### config.mk
export PLATFORM = sky130hd
export DESIGN_NAME = ysyx_22041211_csr_trap_seq
export DESIGN_NICKNAME = d
export VERILOG_FILES = /design/src/rtl/ysyx_22041211_csr_trap_seq.sv
export SDC_FILE = /design/constraint.sdc
export NUM_CORES = 1
export LEC_CHECK = 0
export CAP_MARGIN = 40
export CORE_ASPECT_RATIO = 1.1
export CORE_MARGIN = 8
export CORE_UTILIZATION = 37
export CTS_CLUSTER_SIZE = 10
export DETAILED_ROUTE_END_ITERATION = 10
export GPL_TIMING_DRIVEN = 0
export PLACE_DENSITY = 0.81
export SLEW_MARGIN = 20
export SYNTH_ARGS = -nofsm -noshare
export SYNTH_HDL_FRONTEND = slang
export SYNTH_SLANG_ARGS = --single-unit
### constraint.sdc
create_clock -name clk -period 3.5 [get_ports clk]
set_input_delay 0.7 -clock clk [delete_from_list [all_inputs] [get_ports clk]]
set_output_delay 0.7 -clock clk [all_outputs]
set_load 0.005 [all_outputs]
### src/rtl/ysyx_22041211_csr_trap_seq.sv
// ysyx_22041211_csr_trap_seq
//   Sequencer/arbiter in front of a single-port CSR file. A trap request
//   (ecall or mret) becomes an ordered series of CSR accesses followed by a
//   one-cycle PC redirect. Pipeline CSR instructions share the port and are
//   only serviced in IDLE when no trap is being offered.
//
// Ports
//   clk, rst                     clock (rising edge), async active-high reset
//   trap_valid/ready             trap handshake; ready only in IDLE
//   trap_is_mret                 0 = ecall/exception, 1 = mret
//   trap_pc, trap_cause          captured on accept
//   csr_req, csr_req_addr/wdata/we  pipeline CSR access
//   csr_gnt                      pipeline access performed this cycle
//   csr_req_rdata                read data back to pipeline (= csr_rdata)
//   csr_addr, csr_wdata, csr_we  to the CSR file
//   csr_rdata                    combinational read data from the CSR file
//   redir_valid, redir_pc        one-cycle PC redirect
module ysyx_22041211_csr_trap_seq #(
    parameter int          DATA_WIDTH  = 32,
    parameter logic [11:0] MEPC_ADDR   = 12'h341,
    parameter logic [11:0] MCAUSE_ADDR = 12'h342,
    parameter logic [11:0] MTVEC_ADDR  = 12'h305
) (
    input  logic                  clk,
    input  logic                  rst,
    input  logic                  trap_valid,
    output logic                  trap_ready,
    input  logic                  trap_is_mret,
    input  logic [DATA_WIDTH-1:0] trap_pc,
    input  logic [DATA_WIDTH-1:0] trap_cause,
    input  logic                  csr_req,
    input  logic [11:0]           csr_req_addr,
    input  logic [DATA_WIDTH-1:0] csr_req_wdata,
    input  logic                  csr_req_we,
    output logic                  csr_gnt,
    output logic [DATA_WIDTH-1:0] csr_req_rdata,
    output logic [11:0]           csr_addr,
    output logic [DATA_WIDTH-1:0] csr_wdata,
    output logic                  csr_we,
    input  logic [DATA_WIDTH-1:0] csr_rdata,
    output logic                  redir_valid,
    output logic [DATA_WIDTH-1:0] redir_pc
);

    typedef enum logic [2:0] {
        IDLE,
        EPC_WR,
        CAUSE_WR,
        VEC_RD,
        MRET_RD
    } state_e;

    state_e                state_q, state_d;
    logic [DATA_WIDTH-1:0] pc_q, cause_q;
    logic                  redir_valid_q, redir_valid_d;
    logic [DATA_WIDTH-1:0] redir_pc_q, redir_pc_d;
    logic                  accept;

    assign accept        = (state_q == IDLE) && trap_valid;
    assign csr_req_rdata = csr_rdata;
    assign redir_valid   = redir_valid_q;
    assign redir_pc      = redir_pc_q;

    always_ff @(posedge clk or posedge rst) begin
        if (rst) begin
            state_q       <= IDLE;
            pc_q          <= '0;
            cause_q       <= '0;
            redir_valid_q <= 1'b0;
            redir_pc_q    <= '0;
        end else begin
            state_q       <= state_d;
            redir_valid_q <= redir_valid_d;
            redir_pc_q    <= redir_pc_d;
            // Trap inputs are only sampled on accept; they may change afterwards.
            if (accept) begin
                pc_q    <= trap_pc;
                cause_q <= trap_cause;
            end
        end
    end

    always_comb begin
        state_d       = state_q;
        redir_valid_d = 1'b0;       // pulse: cleared unless re-set below
        redir_pc_d    = redir_pc_q;
        trap_ready    = 1'b0;
        csr_gnt       = 1'b0;
        csr_addr      = csr_req_addr;
        csr_wdata     = '0;
        csr_we        = 1'b0;
        case (state_q)
            IDLE: begin
                trap_ready = 1'b1;
                // A trap wins over a same-cycle pipeline request.
                csr_gnt    = csr_req && !trap_valid;
                if (csr_gnt) begin
                    csr_wdata = csr_req_wdata;
                    csr_we    = csr_req_we;
                end
                if (trap_valid)
                    state_d = trap_is_mret ? MRET_RD : EPC_WR;
            end
            EPC_WR: begin
                csr_addr  = MEPC_ADDR;
                csr_wdata = pc_q;
                csr_we    = 1'b1;
                state_d   = CAUSE_WR;
            end
            CAUSE_WR: begin
                csr_addr  = MCAUSE_ADDR;
                csr_wdata = cause_q;
                csr_we    = 1'b1;
                state_d   = VEC_RD;
            end
            VEC_RD: begin
                // Direct mode only: mode bits of mtvec are masked off.
                csr_addr      = MTVEC_ADDR;
                redir_pc_d    = {csr_rdata[DATA_WIDTH-1:2], 2'b00};
                redir_valid_d = 1'b1;
                state_d       = IDLE;
            end
            MRET_RD: begin
                csr_addr      = MEPC_ADDR;
                redir_pc_d    = csr_rdata;
                redir_valid_d = 1'b1;
                state_d       = IDLE;
            end
            default: state_d = IDLE;
        endcase
    end

endmodule

After elaboration in Yosys (flattened, before gate mapping):

Cells that the tools add are included.

* add/sub/neg operators: 0
* $mul: 0
* divide/modulo/power cells: 0
* order comparisons: 0
* equal/unequal tests: 5
* shift-type cells: 0
* mux-type cells: 12
* bitwise logic cells: 0
* reduce and logical (&&, ||, !) cells: 8

Operator list (number)
* 32-bit one-hot mux with 3 select lines: 1
* 32-bit one-hot mux with 2 select lines: 1
* 12-bit one-hot mux with 3 select lines: 1
* 32-bit two-way mux: 1
* 3-bit one-hot mux with 3 select lines: 1
* 3-bit by 2-bit == test with 1-bit output, second input constant: 2
* 3-bit two-way mux: 2
* 2-bit OR reduction: 3
* 1-bit two-way mux: 4
* 3-bit by 1-bit == test with 1-bit output, second input constant: 1
* 3-bit == test, second input constant: 1
* 3-bit logical NOT: 1
* 1-bit logical AND: 2
* 2-bit != test, second input constant: 1
* 1-bit one-hot mux with 2 select lines: 1
* 2-bit nonzero test: 1
* 1-bit logical NOT: 1

* register bits after elaboration: 100
* latch bits: 0
* bits in writable memories: 0
* bits in read-only memories: 0
* input bits: 146
* output and inout bits: 112
* logic and storage cells: 30
* memories kept: 0

Logic depth before layout (Yosys ltp):

* word-level depth: 4
* mapped depth: 6
* gate-level depth less buffers: 3

Worst setup path after synthesis:

Ideal clock, no wire load.

* kind: input-to-output
* from: in trap_valid
* to: out csr_wdata[12]
* arrival: 1.506 ns
* required time: 2.800 ns
* slack: 1.294 ns
* stages: 4
* path buffers: 2
* cell sequence: and3b_1 buf_2 buf_2 a221o_1

* longest elaborated chain between the ends: 4

Ends and longest elaborated chain
* start: declaration: RTL line 26 `input logic trap_valid,`
* 1-bit logical NOT: RTL line 96 `csr_gnt = csr_req && !trap_valid;`
* 1-bit logical AND: RTL line 96
* 32-bit two-way mux: RTL line 97 `if (csr_gnt) begin`
* 32-bit one-hot mux with 3 select lines: RTL line 92 `case (state_q)`
* end: declaration: RTL line 38 `output logic [DATA_WIDTH-1:0] csr_wdata,`

Every way passes these cells.

Worst setup path in the final report:

* from: in trap_valid
* to: out csr_wdata[5]

The elaborated chain is that of the path after synthesis.

==> qor.yml <==
clock_tree:
  cts_num_sinks: 100
  cts_tree: "yes"
  cts_hold_buf: 0
  insertion_delay_ns: 0.34
  post_cts_buffers: 0
  clkSlewWorstSetupHoldPaths_ns: 0.06
  cts-root-to-sink-buffers: 2
  cts_max_level: 3
  cts_inserted_buffers: 9
  clockRootBuffer: "clkbuf_16"
sta:
  slew_headroom_pct: 49.4
  hold_viol: 0
  holdWs_ns: 0.498
  drv_slew: 0
  rsz0062_at_grt: "false"
  period_minus_slack_ns: 3.36
  worstMarginPinSlew_ns: 0.754
  finalSetupViolCount: 0
  max_freq_mhz: 297
  setup_slack_ns: 0.136
  post-route-period-util_pct: 96.1
  fin_skew_ns: 0.0101
floorplanning:
  die_h_um: 142
  row_count: 46
  chipWidth_um: 131
  dieArea_um2: 18700
  start_util_pct: 37.5
  ios: 258
  core_um2: 14300
route:
  drt-pass1-iter-count: 5
  wire_per_inst_um: 21.0
  ant_nets: 0
  via_count: 5113
  post-route-drc-count: 0
  wl_mm: 19.5
  viasPerCell: 5.49
  drt_iter0_drc: 475
finish:
  final_layout_size_suffix_gt1_share_pct: 21.0
  fillers: 1115
  final_area_um2: 8510
  nNetsFinal: 880
  antenna_cells: 0
  fin_cells: 931
  syn_to_final_growth_pct: 58.3
flow_run:
  maxCapViolations: 0
yosys:
  yosys_warnings: 0
  synth_area_leader_cell: "dfrtp_1"
  ys_seq_elements: 100
  ys_seq_area_share_pct: 46.5
  avgSynthCellArea_um2: 11.6
  synth.distinct_cells: 34
  syn-cell-area_um2: 5380
  syn_nets: 610
  synthCells: 464
  synth_top_area_share_pct: 46.5
  synth_area_leaders: "dfrtp_1 47%, mux2_2 15%, a221o_1 6.0%"
global_route:
  grt_max_degree: 76
  grt_overflow: 0
  grt_pass1_vias: 5403
  grtUsageTotal_pct: 20.3
  antenna_found_initial: 0
  grt_pass1_wl_mm: 29.6
worst_setup_path:
  crit_arrival_ns: 2.66
  crit_required_ns: 2.80
  critPathMaxFanout: 10
  endpoint_kind: "output port"
  criticalPathCategory: "in2out"
  start_kind: "primary input"
place:
  post_dp_cell_area_um2: 8230
  dp_hpwl_mm: 15.1
  gp_congestion: 0.878
  io_buffers: 257
  placed_cells: 915
  pre_cts_ws_ns: 0.147
worst_hold_path:
  hold_class: "reg2reg"
run_status:
  outcome: "completed"
pwr:
  irDropWorstVdd_mv: 0.444
  cellPowerDensity_nw_per_um2: 799
  finalPower_mw: 6.80
  power.leakage_nw: 3.39
==> report_power, final <==
| part | internal [mW] | switching, mW | leakage (nW) | total (mW) |
|---|---|---|---|---|
| sequential | 1.74 | 0.377 | 1.16 | 2.12 |
| combinational | 2.18 | 1.56 | 2.10 | 3.74 |
| clock | 0.504 | 0.442 | 0.132 | 0.946 |
| total | 4.43 | 2.37 | 3.39 | 6.80 |
==> flip-flops by register name, summed over array words and instances, names as in the netlist <==
register / cells
cause_q: 32
pc_q: 32
redir_pc: 32
redir_valid: 1
state_q: 3
==> cells in the final DEF, fill, tap and decap left out, types with 3 or more instances in the layout <==
cell type / count
mux2_2: 72
nand2_1: 3
dfrtp_1: 100
buf_2: 13
clkbuf_16: 9
a221o_1: 32
o22ai_1: 25
buf_4: 36
a211o_1: 23
nor2b_1: 4
clkdlybuf4s50_1: 257
o311ai_0: 22
or2_2: 4
clkbuf_1: 18
nand3b_1: 22
and2_1: 33
clkbuf_2: 3
a21oi_1: 26
nor2_1: 3
buf_6: 6
==> repair_timing <==
item	in CTS	in global routing
pin swaps	0	0
gates cloned	0	0
resized for setup	1	4
setup endpoints to repair	10	18
==> cell families after synthesis <==
group,after synthesis,share of synthesized area [%]
compound gates,132,19.3
mux,72,15.1
xor+xnor,1,0.163
buf+inv,79,9.14
flops,100,46.5
simple gates,80,9.84
==> cells in the mapped netlist <==
cell type / count
nand3b_1: 22
clkbuf_1: 20
nor2_2: 1
or2_2: 4
and3b_1: 1
clkinv_1: 1
and2b_1: 2
and2_1: 33
a211o_1: 23
nor2_1: 3
buf_1: 1
mux2_2: 72
a21oi_1: 26
o21ai_0: 2
nor3b_1: 1
o22ai_1: 25
nand3_1: 1
inv_1: 3
o311ai_0: 22
nor3_1: 1
a221o_1: 32
buf_2: 12
nor3_4: 1
or3b_2: 1
buf_6: 6
nor2b_1: 4
o22a_1: 1
buf_4: 36
o21ai_4: 1
nand2b_1: 1
dfrtp_1: 100
and3_1: 1
xnor2_1: 1
nand2_1: 3
==> worst paths after layout <==
kind / slack (ns) / cells after the start / to / startpoint
min in group asynchronous: 0.72 / 2 / redir_pc[1] / rst
hold / removal: 0.50 / 1 / cause_q[25] / cause_q[25]
setup / recovery: 0.14 / 6 / csr_wdata[5] / trap_valid
hold reg to reg: 0.50 / 1 / cause_q[25] / cause_q[25]
max in group asynchronous: 2.10 / 3 / redir_pc[12] / rst
setup reg to reg: 1.61 / 5 / redir_pc[15] / state_q[2]
==> metrics by stage <==
step                      TNS [ns]  util, %
after global routing             0     59.4
after CTS                        0     59.4
final                            0     59.4
after detailed placement         0     57.4
after global placement     -144.23     57.2
after floorplan                  0        -
==> final cells by class <==
class	instances	area, um^2	share of cell area (%)
flip-flops and latches	100	2500	29.4
clock inverters	5	37.5	0.441
repair buffers	259	2610	30.6
clock buffers	11	243	2.85
inverters	4	20.0	0.235
plain buffers	75	480	5.64
multi-input cells	285	2380	28.0
well taps	192	240	2.82
==> routing by layer <==
metal  track usage, %  vias to the layer above  share of wire (%)
li1                 -                     2271                  -
met1             22.5                     2516                 36
met2             36.2                      294                 51
met3             6.67                       32                 12
met4             5.32                        0                1.5
met5                0                        -                  0
==> worst max-delay path, cell delays in order <==
cell	delay, ns
clkdlybuf4s50_1	0.52
and3b_1	0.19
buf_2	0.17
buf_2	0.23
a221o_1	0.37
clkdlybuf4s50_1	0.49
No activity file was read; power rests on OpenSTA's default activity.
